[config.mk]
export PLATFORM = sky130hd
export DESIGN_NAME = l2_writeback_buffer
export DESIGN_NICKNAME = d
export VERILOG_FILES = /design/src/rtl/lc3b_types.sv /design/src/rtl/wb_entry.sv /design/src/rtl/l2_writeback_buffer.sv
export SDC_FILE = /design/constraint.sdc
export NUM_CORES = 1
export LEC_CHECK = 0
export CAP_MARGIN = 10
export CORE_AREA = 2 2 215 217
export DETAILED_ROUTE_END_ITERATION = 12
export DIE_AREA = 0 0 217 219
export PLACE_DENSITY = 0.62
export SKIP_LAST_GASP = 1
export SLEW_MARGIN = 5
export SYNTH_ARGS = -nofsm -noshare
export SYNTH_HDL_FRONTEND = slang
export SYNTH_SLANG_ARGS = --single-unit
[constraint.sdc]
create_clock -name clk -period 3.75 [get_ports clk]
set_input_delay 0.9375 -clock clk [delete_from_list [all_inputs] [get_ports clk]]
set_output_delay 0.9375 -clock clk [all_outputs]
set_load 0.01 [all_outputs]
[src/rtl/lc3b_types.sv]
// Shared LC-3b memory-system types: word/line widths and the writeback-buffer tag.
package lc3b_types;

    localparam int unsigned LC3B_WORD_BITS        = 16;
    localparam int unsigned LC3B_LINE_BITS        = 128;
    localparam int unsigned LC3B_LINE_OFFSET_BITS = 4;
    localparam int unsigned LC3B_WB_TAG_BITS      = LC3B_WORD_BITS - LC3B_LINE_OFFSET_BITS;

    typedef logic [LC3B_WORD_BITS-1:0]   lc3b_word;
    typedef logic [LC3B_LINE_BITS-1:0]   lc3b_cache_line;
    typedef logic [LC3B_WB_TAG_BITS-1:0] lc3b_wb_tag;

    // Line-aligned byte address for a tag (offset bits forced to zero).
    function automatic lc3b_word wb_line_addr(input lc3b_wb_tag tag);
        return {tag, {LC3B_LINE_OFFSET_BITS{1'b0}}};
    endfunction

endpackage

[src/rtl/wb_entry.sv]
// Single writeback-buffer entry: valid/tag/data registers plus the tag match comparator.
module wb_entry
    import lc3b_types::*;
(
    input  logic         clk,
    input  logic         reset,
    input  logic         load,
    input  logic         clear,
    input  logic [11:0]  load_tag,
    input  logic [127:0] load_data,
    input  logic [11:0]  cmp_tag,
    output logic         valid,
    output logic [11:0]  tag,
    output logic [127:0] data,
    output logic         match_c
);

    lc3b_wb_tag tag_q;

    // Load wins over clear; the controller never raises both together.
    always_ff @(posedge clk) begin
        if (reset) begin
            valid <= 1'b0;
            tag_q <= '0;
            data  <= '0;
        end else if (load) begin
            valid <= 1'b1;
            tag_q <= load_tag;
            data  <= load_data;
        end else if (clear) begin
            valid <= 1'b0;
        end
    end

    assign tag     = tag_q;
    assign match_c = valid && (cmp_tag == tag_q);

endmodule

[src/rtl/l2_writeback_buffer.sv]
// Single-entry dirty-line writeback buffer between L2 and physical memory.
// Define WB_BUFFER_FORWARD_EN to serve read hits straight from the buffer.
module l2_writeback_buffer
    import lc3b_types::*;
(
    input  logic         clk,
    input  logic         reset,
    input  logic         l2_read,
    input  logic         l2_write,
    input  logic [15:0]  l2_address,
    input  logic [127:0] l2_wdata,
    output logic         l2_resp,
    output logic [127:0] l2_rdata,
    output logic         pmem_read,
    output logic         pmem_write,
    output logic [15:0]  pmem_address,
    output logic [127:0] pmem_wdata,
    input  logic [127:0] pmem_rdata,
    input  logic         pmem_resp
);

    typedef enum logic [1:0] {
        S_IDLE      = 2'd0,
        S_RESP      = 2'd1,
        S_PMEM_READ = 2'd2,
        S_DRAIN     = 2'd3
    } state_t;

    state_t         state;
    lc3b_wb_tag     req_tag_c;
    logic           load_c;
    logic           clear_c;
    logic           entry_valid;
    lc3b_wb_tag     entry_tag;
    lc3b_cache_line entry_data;
    logic           entry_match_c;
    logic           unused_addr_c;

    assign req_tag_c     = l2_address[15:LC3B_LINE_OFFSET_BITS];
    assign unused_addr_c = ^l2_address[LC3B_LINE_OFFSET_BITS-1:0];

    // Accept (or merge) a write only when the entry is free or already holds that line.
    assign load_c  = (state == S_IDLE) && l2_write && (!entry_valid || entry_match_c);
    assign clear_c = (state == S_DRAIN) && pmem_resp;

    wb_entry u_entry (
        .clk       (clk),
        .reset     (reset),
        .load      (load_c),
        .clear     (clear_c),
        .load_tag  (req_tag_c),
        .load_data (l2_wdata),
        .cmp_tag   (req_tag_c),
        .valid     (entry_valid),
        .tag       (entry_tag),
        .data      (entry_data),
        .match_c   (entry_match_c)
    );

    // FSM with registered outputs; pmem strobes track the state being entered.
    always_ff @(posedge clk) begin
        if (reset) begin
            state        <= S_IDLE;
            l2_resp      <= 1'b0;
            l2_rdata     <= '0;
            pmem_read    <= 1'b0;
            pmem_write   <= 1'b0;
            pmem_address <= '0;
            pmem_wdata   <= '0;
        end else begin
            l2_resp <= 1'b0;
            case (state)
                S_IDLE: begin
                    if (l2_write) begin
                        if (!entry_valid || entry_match_c) begin
                            state   <= S_RESP;
                            l2_resp <= 1'b1;
                        end else begin
                            state        <= S_DRAIN;
                            pmem_write   <= 1'b1;
                            pmem_address <= wb_line_addr(entry_tag);
                            pmem_wdata   <= entry_data;
                        end
                    end else if (l2_read) begin
`ifdef WB_BUFFER_FORWARD_EN
                        if (entry_match_c) begin
                            state    <= S_RESP;
                            l2_resp  <= 1'b1;
                            l2_rdata <= entry_data;
                        end else begin
                            state        <= S_PMEM_READ;
                            pmem_read    <= 1'b1;
                            pmem_address <= wb_line_addr(req_tag_c);
                        end
`else
                        // A hit must reach memory first so the refill sees the newest data.
                        if (entry_match_c) begin
                            state        <= S_DRAIN;
                            pmem_write   <= 1'b1;
                            pmem_address <= wb_line_addr(entry_tag);
                            pmem_wdata   <= entry_data;
                        end else begin
                            state        <= S_PMEM_READ;
                            pmem_read    <= 1'b1;
                            pmem_address <= wb_line_addr(req_tag_c);
                        end
`endif
                    end else if (entry_valid) begin
                        state        <= S_DRAIN;
                        pmem_write   <= 1'b1;
                        pmem_address <= wb_line_addr(entry_tag);
                        pmem_wdata   <= entry_data;
                    end
                end
                S_PMEM_READ: begin
                    if (pmem_resp) begin
                        state     <= S_RESP;
                        l2_resp   <= 1'b1;
                        l2_rdata  <= pmem_rdata;
                        pmem_read <= 1'b0;
                    end
                end
                S_DRAIN: begin
                    if (pmem_resp) begin
                        state      <= S_IDLE;
                        pmem_write <= 1'b0;
                    end
                end
                S_RESP: begin
                    state <= S_IDLE;
                end
                default: begin
                    state <= S_IDLE;
                end
            endcase
        end
    end

endmodule

==> summary.txt <==
Status
  • Status: completed

Placed design
  • Final weighted congestion of routability-driven global placement: around 0.84
  • Half-perimeter wire length of the detailed placement result: between 30000 and 40000 um
  • Port buffer count: ~540

Die
  • Starting density of the core: a little over a third
  • Number of top-level pins: between 500 and 600
  • Site Rows: 78
  • Vertical extent of the die: between 200 and 250 um
  • Area of the placeable core: 45100 um^2
  • Die width: ~220 um
  • Total die area: between 40000 and 50000 um^2

Logic synthesis
  • Number of enable-type register cells in the synthesized netlist: 0
  • Portion of synthesized cell area occupied by the leading cell type: between 50% and 60%
  • Netlist Area Pre-Place: about 16000 um^2
  • Async SR Flop Fraction: 0%
  • Number of instances in the synthesized netlist: between 1500 and 2000
  • Synth Warn #: 0
  • Cell types with the largest area share after synthesis: dfxtp_1 51%, mux2i_1 17%, nand2b_1 16%, nand2_1 6.0%, a21oi_1 4.5%
  • Portion of the post-synthesis area used by sequential elements: ~51%
  • Count of unique library cells instantiated by Yosys: 26
  • Syn_area_per_cell: about 9.7 um^2
  • Cell taking the most area after synthesis: dfxtp_1
  • FF+latch count, synth: roughly 410
  • Primary FF master, synth: dfxtp_1

Layout
  • Multi-input logic area: between 7000 and 8000 um^2
  • Synth-to-layout area growth: 46.9%
  • Number of nets in the finished design: 2462
  • Share of cells above drive strength 1: approximately 5%
  • Area used by sequential logic in the layout: slightly above 8000 um^2
  • Filler Cells Inserted: between 4000 and 5000

Worst setup path
  • Nature of the critical path startpoint: input pin
  • Kind of end point of the critical path: register
  • Type of the worst setup path: in -> reg
  • Crit path arrival time: 3.47 ns
  • Largest fanout on the critical path: 27
  • Data required time at the worst endpoint: approximately 4.2 ns

Clocking
  • Clk Latency, worst-skew pair: 0.56 ns
  • TritonCTS Buffers: between 40 and 50
  • Clock transition time at the flip-flop clock pins of the worst setup and hold paths: approximately 0.06 ns
  • TritonCTS clock tree: done
  • Root Buffer Master: clkbuf_16
  • TritonCTS Sinks: between 400 and 500
  • Number of H-tree levels: 2
  • Clock buffer depth: 3
  • Hold-fix buffers, CTS: 0
  • Number of buffers added for setup after CTS: 0
  • Count of cells resized by post-cts repair: 0

Power and ir drop
  • Cell-internal power: between 8 and 9 mW
  • Largest vdd supply drop: between 0.2 and 0.3 mV
  • Post-layout power: between 10 and 15 mW
  • NetSw: ~2.7 mW
  • Sequential power share: between 40 and 50%
  • Clk pwr share: between 40% and 50%
  • Cell Pwr Density: 462 nW/um^2
  • Combinational share of power: between 10% and 20%
  • Leakage component of the power: 8.46 nW
  • Fraction of power spent switching nets: 24.4%

Min path
  • Class of the most critical hold timing path: reg -> reg

Drt
  • Drt initial violations: around 650
  • Via count: between 10000 and 15000
  • Drc violations: 0
  • Number of nets still failing antenna checks after routing: 0
  • Via count normalized by instance count: 4.63
  • Routed wirelength normalized by instance count: 17.7 um
  • Pre-antenna DRT Iters: 4
  • Final wirelength: 50200 um

STA
  • Unrepaired setup endpoints after global routing: false
  • Post-route fraction of the period consumed by the critical path: 79.4%
  • Transition time of the tightest slew-check pin: ~1.0 ns
  • Max Slew Vio Count: 0
  • Final hold violations: 0
  • Setup Total Neg Slack: 0 ns
  • Worst slew margin: 31.1%
  • Worst hold slack: between 0.4 and 0.5 ns
  • Final setup fails: 0
  • Clock period minus worst slack: slightly below 3 ns
  • Worst clock skew: ~0.013 ns
  • Highest achievable clock rate: around 340 MHz

GRT
  • Via count of the first global-routing pass: 13091
  • Total routing usage reported by global routing: around 20%
  • Wire length of the first global-routing pass: between 70000 and 80000 um
  • Total gr overflow: 0
  • Pin count of the biggest net entering global routing: ~130
  • Initial antenna violation count: 27

Job
  • Reported max-cap violation count: 0
==> per-stage QoR <==
step	cells	setup WS [ns]	utilization, %	area [um^2]
5_1_grt	2834	0.592	53.2	24000
3_5_place_dp	2737	0.181	49.7	22400
6_report	2837	0.771	53.2	24000
3_3_place_gp	2737	0.267	49.7	22400
2_1_floorplan	1695	1.23	-	16300
4_1_cts	2821	0.777	53.1	24000
==> cells by family (layout without fill, tap and decap cells) <==
family,Yosys count,after routing,synth area share (%)
AOI/OAI and AO/OA,167,167,5.43
other,1,20,0.0230
xor gates and xnor gates,13,13,0.697
and+or+nand+nor,685,685,22.3
buffers and inverters,132,658,3.71
DFF,414,414,50.7
muxes,280,280,17.2
==> cells in the final DEF (no fill, tap or decap), types with 2 or more instances in the layout <==
master,instances
clkbuf_1,13
nand2_1,260
a211oi_1,13
a31oi_1,2
buf_12,17
clkinv_4,2
nor2_1,5
nor4_2,3
bufinv_16,3
clkdlybuf4s50_1,542
conb_1,4
inv_1,3
dfxtp_1,414
nand2b_1,409
clkbuf_16,47
a21oi_1,146
buf_4,11
xor2_1,13
clkbuf_8,13
diode_2,16
mux2i_1,280
clkinv_2,5
==> registers in the layout, indices dropped and copies added, names as in the netlist <==
signal,flops
pmem_read,1
state,2
pmem_address,12
u_entry.valid,1
u_entry.data,128
u_entry.tag,12
l2_rdata,128
pmem_wdata,128
l2_resp,1
pmem_write,1
==> metal layers <==
layer / GRT usage (%) / wire length [um] / vias to the layer above
met2: 35.0 / 24900 / 397
met4: 8.56 / 1330 / 14
met1: 21.2 / 18800 / 6121
met5: 0 / 98 / -
li1: - / - / 6525
met3: 8.88 / 5110 / 88
==> layout make-up <==
cell class,count,share of cell area (%)
clock inverters,11,0.589
diodes,16,0.167
repair buffers,571,24.4
flip-flops and latches,414,34.5
clock buffers,73,5.85
multi-input cells,1149,31.2
well taps,600,3.13
inverters,3,0.0469
==> cell usage after synthesis (3+ instances only) <==
cell	number
mux2i_1	280
a21oi_1	147
buf_1	5
inv_1	3
nand2_1	260
dfxtp_1	414
nand2b_1	409
clkbuf_1	90
buf_2	7
xor2_1	13
a211oi_1	13
buf_4	27
nor2_1	6
nor4_2	3
==> worst paths after layout <==
kind,from,end,slack [ns],cells past startpoint
max reg2reg,u_entry.tag[5],pmem_wdata[79],1.29,7
max,l2_address[11],pmem_wdata[79],0.77,8
min reg2reg,l2_rdata[86],l2_rdata[86],0.45,2
min,l2_rdata[86],l2_rdata[86],0.45,2
==> critical path: stages <==
cell             delay [ns]
clkdlybuf4s50_1        0.47
xor2_1                 0.17
nor4_2                 0.53
a31oi_1                0.19
nor3_2                 0.30
buf_12                 0.29
buf_4                  0.33
mux2i_1                0.23
==> power groups by stage <==
| stage | Clock, mW | Sequential (mW) | Combinational [mW] |
|---|---|---|---|
| after CTS | 4.71 | 4.79 | 1.73 |
| after global routing | 4.87 | 4.81 | 1.85 |
| after global placement | 0 | 4.87 | 1.71 |
| final | 4.58 | 4.79 | 1.71 |
| after detailed placement | 0 | 4.88 | 1.73 |
| after floorplan | 0 | 4.92 | 0.868 |
Note: power is estimated with default switching activity, not from simulation.
